===== config.mk =====
export PLATFORM = sky130hd
export DESIGN_NAME = sdram_port_arbiter
export DESIGN_NICKNAME = d
export VERILOG_FILES = /design/src/rtl/sdram_arb_pkg.sv /design/src/rtl/sdram_arb_tag_fifo.sv /design/src/rtl/sdram_port_arbiter.sv
export SDC_FILE = /design/constraint.sdc
export NUM_CORES = 1
export LEC_CHECK = 0
export CORE_MARGIN = 10
export CORE_UTILIZATION = 35
export DETAILED_ROUTE_END_ITERATION = 12
export PLACE_DENSITY = 0.79
export SYNTH_ARGS = -nofsm -noshare
export SYNTH_HDL_FRONTEND = slang
export SYNTH_SLANG_ARGS = --single-unit

===== constraint.sdc =====
create_clock -name clk_clk -period 3.1 [get_ports clk_clk]
set_input_delay 0.31 -clock clk_clk [delete_from_list [all_inputs] [get_ports clk_clk]]
set_output_delay 0.31 -clock clk_clk [all_outputs]
set_load 0.03 [all_outputs]

===== src/rtl/sdram_arb_pkg.sv =====
// rtl/sdram_arb_pkg.sv - shared types and widths for the SDRAM port arbiter
package sdram_arb_pkg;
    typedef enum logic [0:0] {ARB_IDLE, ARB_GRANT} arb_state_t;

    localparam int WORD_W = 32;
    localparam int BE_W   = 4;

    // Width of a requester id; never narrower than one bit.
    function automatic int id_w(input int n);
        return (n > 2) ? $clog2(n) : 1;
    endfunction
endpackage


===== src/rtl/sdram_arb_tag_fifo.sv =====
// rtl/sdram_arb_tag_fifo.sv - requester-id FIFO tracking reads in flight
module sdram_arb_tag_fifo #(
    parameter int DEPTH = 8,
    parameter int ID_W  = 2
) (
    input  logic            clk,
    input  logic            rst,
    input  logic            push,
    input  logic [ID_W-1:0] push_id,
    input  logic            pop,
    output logic [ID_W-1:0] pop_id,
    output logic            full,
    output logic            empty
);
    localparam int PTR_W = (DEPTH > 1) ? $clog2(DEPTH) : 1;

    logic [ID_W-1:0]  mem [DEPTH];
    logic [PTR_W-1:0] wr_ptr;
    logic [PTR_W-1:0] rd_ptr;
    logic [PTR_W:0]   count;
    logic             do_push;
    logic             do_pop;

    assign empty  = (count == '0);
    assign full   = (count == (PTR_W+1)'(DEPTH));
    assign do_pop = pop & ~empty;
    // A pop in the same cycle frees the slot, so a push at full is still taken.
    assign do_push = push & (~full | do_pop);
    assign pop_id  = mem[rd_ptr];

    always_ff @(posedge clk) begin
        if (do_push) begin
            mem[wr_ptr] <= push_id;
        end
    end

    always_ff @(posedge clk) begin
        if (rst) begin
            wr_ptr <= '0;
            rd_ptr <= '0;
            count  <= '0;
        end else begin
            if (do_push) begin
                wr_ptr <= wr_ptr + PTR_W'(1);
            end
            if (do_pop) begin
                rd_ptr <= rd_ptr + PTR_W'(1);
            end
            count <= count + (PTR_W+1)'(do_push) - (PTR_W+1)'(do_pop);
        end
    end
endmodule


===== src/rtl/sdram_port_arbiter.sv =====
// rtl/sdram_port_arbiter.sv - multi-master arbiter for the SDRAM controller port; SDRAM_ARB_STATS_EN adds counters
module sdram_port_arbiter
    import sdram_arb_pkg::*;
#(
    parameter int NUM_REQ         = 3,
    parameter int ADDR_W          = 25,
    parameter int HOLD_MAX        = 8,
    parameter int MAX_OUTSTANDING = 8,
    parameter int FIXED_PRIO0     = 1
) (
    input  logic                      clk_clk,
    input  logic                      reset_reset,
    input  logic [NUM_REQ*ADDR_W-1:0] req_address,
    input  logic [NUM_REQ-1:0]        req_read,
    input  logic [NUM_REQ-1:0]        req_write,
    input  logic [NUM_REQ*WORD_W-1:0] req_writedata,
    input  logic [NUM_REQ*BE_W-1:0]   req_byteenable,
    output logic [NUM_REQ-1:0]        req_waitrequest,
    output logic [WORD_W-1:0]         req_readdata,
    output logic [NUM_REQ-1:0]        req_readdatavalid,
    output logic [ADDR_W-1:0]         m_address,
    output logic                      m_read,
    output logic                      m_write,
    output logic [WORD_W-1:0]         m_writedata,
    output logic [BE_W-1:0]           m_byteenable,
    input  logic                      m_waitrequest,
    input  logic [WORD_W-1:0]         m_readdata,
    input  logic                      m_readdatavalid,
    output logic                      err_orphan
`ifdef SDRAM_ARB_STATS_EN
    ,
    output logic [NUM_REQ*32-1:0]     stat_grants,
    output logic [NUM_REQ*32-1:0]     stat_stall
`endif
);
    localparam int ID_W   = id_w(NUM_REQ);
    localparam int LO     = (FIXED_PRIO0 != 0) ? 1 : 0;
    localparam int SPAN   = NUM_REQ - LO;
    localparam int BEAT_W = $clog2(HOLD_MAX + 1);

    typedef logic [ID_W-1:0] id_t;

    arb_state_t        state;
    id_t               g;
    id_t               rr_ptr;
    id_t               rr_next;
    id_t               win_idx;
    id_t               cand;
    id_t               pop_id;
    logic              win_any;
    logic [BEAT_W-1:0] beats;
    logic [BEAT_W-1:0] beats_next;
    logic [NUM_REQ-1:0] active;
    logic              in_grant;
    logic              g_read;
    logic              g_write;
    logic              read_block;
    logic              accepted;
    logic              pending;
    logic              leave;
    logic              fifo_full;
    logic              fifo_empty;

    assign active     = req_read | req_write;
    assign in_grant   = (state == ARB_GRANT);
    assign g_read     = in_grant & req_read[g];
    assign g_write    = in_grant & req_write[g];
    assign read_block = fifo_full & g_read;

    assign m_read       = g_read & ~read_block;
    assign m_write      = g_write;
    assign m_address    = in_grant ? req_address[g*ADDR_W +: ADDR_W] : '0;
    assign m_writedata  = in_grant ? req_writedata[g*WORD_W +: WORD_W] : '0;
    assign m_byteenable = in_grant ? req_byteenable[g*BE_W +: BE_W] : '0;

    assign accepted   = (m_read | m_write) & ~m_waitrequest;
    assign pending    = (m_read | m_write) & m_waitrequest;
    assign beats_next = beats + BEAT_W'(accepted);
    // Requester 0 may only cut in between transfers, never under a held one.
    assign leave = ~(req_read[g] | req_write[g])
                 | (beats_next == BEAT_W'(HOLD_MAX))
                 | ((FIXED_PRIO0 != 0) & (g != '0) & active[0] & ~pending);
    assign rr_next = (int'(g) + 1 >= NUM_REQ) ? id_t'(LO) : id_t'(int'(g) + 1);

    always_comb begin
        req_waitrequest = '1;
        if (in_grant) begin
            req_waitrequest[g] = m_waitrequest | read_block;
        end
    end

    // Scan downward so the lowest offset from rr_ptr wins.
    always_comb begin
        win_any = 1'b0;
        win_idx = '0;
        cand    = '0;
        for (int k = SPAN - 1; k >= 0; k--) begin
            cand = id_t'(LO + ((int'(rr_ptr) - LO + k) % SPAN));
            if (active[cand]) begin
                win_any = 1'b1;
                win_idx = cand;
            end
        end
        if ((FIXED_PRIO0 != 0) && active[0]) begin
            win_any = 1'b1;
            win_idx = '0;
        end
    end

    always_ff @(posedge clk_clk) begin
        if (reset_reset) begin
            state  <= ARB_IDLE;
            g      <= '0;
            beats  <= '0;
            rr_ptr <= id_t'(1);
        end else begin
            case (state)
                ARB_IDLE: begin
                    if (win_any) begin
                        g     <= win_idx;
                        beats <= '0;
                        state <= ARB_GRANT;
                    end
                end
                ARB_GRANT: begin
                    beats <= beats_next;
                    if (leave) begin
                        state <= ARB_IDLE;
                        if (g != '0 || FIXED_PRIO0 == 0) begin
                            rr_ptr <= rr_next;
                        end
                    end
                end
                default: state <= ARB_IDLE;
            endcase
        end
    end

    sdram_arb_tag_fifo #(
        .DEPTH (MAX_OUTSTANDING),
        .ID_W  (ID_W)
    ) u_tag_fifo (
        .clk     (clk_clk),
        .rst     (reset_reset),
        .push    (accepted & m_read),
        .push_id (g),
        .pop     (m_readdatavalid),
        .pop_id  (pop_id),
        .full    (fifo_full),
        .empty   (fifo_empty)
    );

    always_ff @(posedge clk_clk) begin
        if (reset_reset) begin
            req_readdatavalid <= '0;
            req_readdata      <= '0;
            err_orphan        <= 1'b0;
        end else begin
            req_readdatavalid <= '0;
            if (m_readdatavalid && !fifo_empty) begin
                req_readdatavalid[pop_id] <= 1'b1;
                req_readdata              <= m_readdata;
            end
            if (m_readdatavalid && fifo_empty) begin
                err_orphan <= 1'b1;
            end
        end
    end

`ifdef SDRAM_ARB_STATS_EN
    always_ff @(posedge clk_clk) begin
        if (reset_reset) begin
            stat_grants <= '0;
            stat_stall  <= '0;
        end else begin
            for (int i = 0; i < NUM_REQ; i++) begin
                if (accepted && int'(g) == i) begin
                    stat_grants[i*32 +: 32] <= stat_grants[i*32 +: 32] + 32'd1;
                end
                if (active[i] && req_waitrequest[i]) begin
                    stat_stall[i*32 +: 32] <= stat_stall[i*32 +: 32] + 32'd1;
                end
            end
        end
    end
`endif
endmodule


==> flow_summary.ini, run 1 <==
[cts]
cts-buffers-inserted = 9
clock-root-buffer = clkbuf_16
cts_tree = done
clk_path_buf_depth = 2
worstSkewPairLatency_ps = 320
htreeDepth = 3
clkSlewWorstSetupHoldPaths_ps = 60
ctsHoldBuffers = 0
cts_resized = 0
numClockSinks = 74

[pwr]
power_leakage_nw = 3.13
clkPwrFrac = 0.252
power_switching_share = 0.348
seqPwrFrac = 0.307
powerDensity_mw_per_mm2 = 472
power.internal_mw = 2.57
p_switching_mw = 1.37
combPwrFrac = 0.441
ir_drop_uv = 422

[synthesis]
synthTopCellsByCount = nor2_1 (154), a21oi_1 (100), nand2_1 (74), mux2i_1 (65), dfxtp_1 (58)
synth.net_count = 832
avgSynthCellArea_um2 = 7.64
syn_inst = 596
synth-async-reset-ratio = 0
yosysMostFrequentCell = nor2_1
synthTopCellsByArea = dfxtp_1 (26%), mux2i_1 (14%), nor2_1 (13%)
synth_top_area_cell = dfxtp_1
synth_warnings = 0
synth_edf_count = 16
synth.top_cell.area_share = 0.255
syn_area_mm2 = 0.00455
synth-seq-cells = 74
synth_flop_cell = dfxtp_1
yosysSeqAreaShare = 0.361
synth_cell_types = 43

[route]
vias = 5324
ant_nets = 0
wl_met1_um = 7940
wl_met2_um = 10400
firstDrtPassIters = 6
route.detailed.drc = 0
wl_met3_um = 2180
avgRoutedWirePerCell_um = 19.1
vias_per_cell = 4.88
drt_wl_total_um = 20800
route.top_layer_used = met4
drtIter0Drc = 283

[global_route]
grt_max_degree = 40
antenna_found_initial = 2
grt_pass1_wl_um = 31300
grt_remaining_overflow = 0
track_usage = 0.221
first_global_vias = 5370

[worst_hold_path]
hold_path_startpoint = req_readdata[1]
worstHoldPathType = reg -> reg
whs_path_depth = 2
hold_path_end = req_readdata[1]

[sta]
setup_tns_ps = 0
finalHoldViolations = 0
period_needed_ps = 2900
whs_ps = 450
worst_slew_pin_slew_ps = 727
skew_ps = 3.24
slew_headroom = 0.515
rsz0062_at_grt = false
setup_violations = 0
period_share = 0.936
drv_slew = 0
clock.fmax_mhz = 345
setup_ws_ps = 199

[finish]
layout-drive-gt1-share = 0.0523
final_area_mm2 = 0.00834
nNetsFinal = 1148
syn_to_final_growth_pct = 83.2
fillers = 1100

[floorplan]
initial_utilization = 0.359
die-height_um = 134
coreArea_mm2 = 0.0127
die-area_mm2 = 0.0180
io_pins = 327
rows = 41
die_w_um = 134

[job]
cap_violations = 0

[worst_setup_path]
cp.arrival_ps = 2590
cp.required_ps = 2790
r2r-end = rr_ptr[0]
cp-end-kind = output port
reg2reg_depth = 12
critPathMaxFanout = 13
r2r_start = g[0]
worst_setup_path_start_kind = flop
r2r_slack_ps = 340
critPathKind = reg -> out

[place]
portBuffers = 326
dpl.hpwl_um = 17300
pre_cts_ws_ps = 52.3
postPlaceCellArea_mm2 = 0.00802
gp_congestion = 0.883

[run_status]
status = finished clean
-- how the worst max path moves through the flow --
stage                       startpoint                  to
after floorplan                   g[0]           rr_ptr[0]
after global placement    req_write[0]           rr_ptr[0]
after detailed placement  req_write[1]           rr_ptr[0]
after CTS                         g[0]     m_writedata[12]
after global routing          in_grant  req_waitrequest[2]
final                             g[0]  req_waitrequest[2]
-- cells in the final DEF (no fill, tap or decap), types with 6 or more instances in the layout --
master and count:
o21ai_0 6, buf_4 22, clkdlybuf4s50_1 325, nor2_1 154
ha_1 10, nand2_1 74, dfxtp_1 56, clkbuf_16 9
a21oi_1 100, inv_1 9, edfxtp_1 16, mux2i_1 65
-- worst max-delay path, stage by stage (launching register included) --
cell	delay, ps
dfxtp_4	440
mux2i_1	230
o21ai_2	70
buf_4	150
a311o_1	400
or3b_1	360
clkdlybuf4s50_1	610
-- kinds of logic after synthesis --
logic type      count (synthesis)  synth area share
simple gates                  258             0.235
xor+xnor                        7            0.0135
mux                            71             0.171
fa+ha+maj                      11            0.0319
compound gates                120             0.140
flops                          74             0.361
buf+inv                        55            0.0478
-- registers in the layout, indices dropped and copies added (netlist names), named ones only --
| register | count |
|---|---|
| req_readdata | 32 |
| u_tag_fifo.mem | 16 |
| beats | 4 |
| u_tag_fifo.count | 4 |
| req_readdatavalid | 3 |
| u_tag_fifo.rd_ptr | 3 |
| u_tag_fifo.wr_ptr | 3 |
| g | 2 |
| rr_ptr | 2 |
| err_orphan | 1 |
| in_grant | 1 |
-- power by group through the flow --
stage                     sequential (mW)  combinational (mW)  clock (mW)
after detailed placement             1.23                1.75           0
final                                1.21                1.74       0.991
after global routing                 1.23                1.90        1.06
after global placement               1.22                1.73           0
after CTS                            1.21                1.76        1.01
after floorplan                      1.40               0.777           0
-- what timing repair did --
item	4_1_cts	5_1_grt
endpoints found under the hold margin	0	0
endpoints found under the setup margin	0	16
setup buffers	0	4
-- layout make-up --
type	instances	area (um^2)	area share
clock buffers	11	233	0.0279
inverters	11	41.3	0.00495
flip-flops and latches	74	1650	0.197
repair buffers	349	3440	0.413
diodes	2	5.00	0.000600
clock inverters	5	55.1	0.00660
well taps	172	215	0.0258
multi-input cells	467	2700	0.324
-- stage by stage --
stage,utilization,instances,power [mW]
detailed placement,0.633,1069,2.98
finish,0.658,1091,3.94
global placement,0.633,1069,2.95
CTS,0.655,1085,3.98
floorplan,-,596,2.17
global route,0.658,1091,4.19
-- metal layers --
metal / track usage / up-vias
met3: 0.101 / 25
met2: 0.388 / 234
li1: - / 2649
met5: 0 / -
met1: 0.234 / 2416
met4: 0.0605 / 0
No activity file was read; power rests on OpenSTA's default activity.
==> inputs of run 2 (changes only) <==
Settings changed: CAP_MARGIN from default to 25.
==> results of run 2 <==
No change in the layout: final DEF, timing and power equal those of run 1.
==> inputs of run 3 (changes only) <==
Settings changed: CTS_CLUSTER_DIAMETER from default to 120.
==> results of run 3 <==
No change in the layout: final DEF, timing and power equal those of run 1.
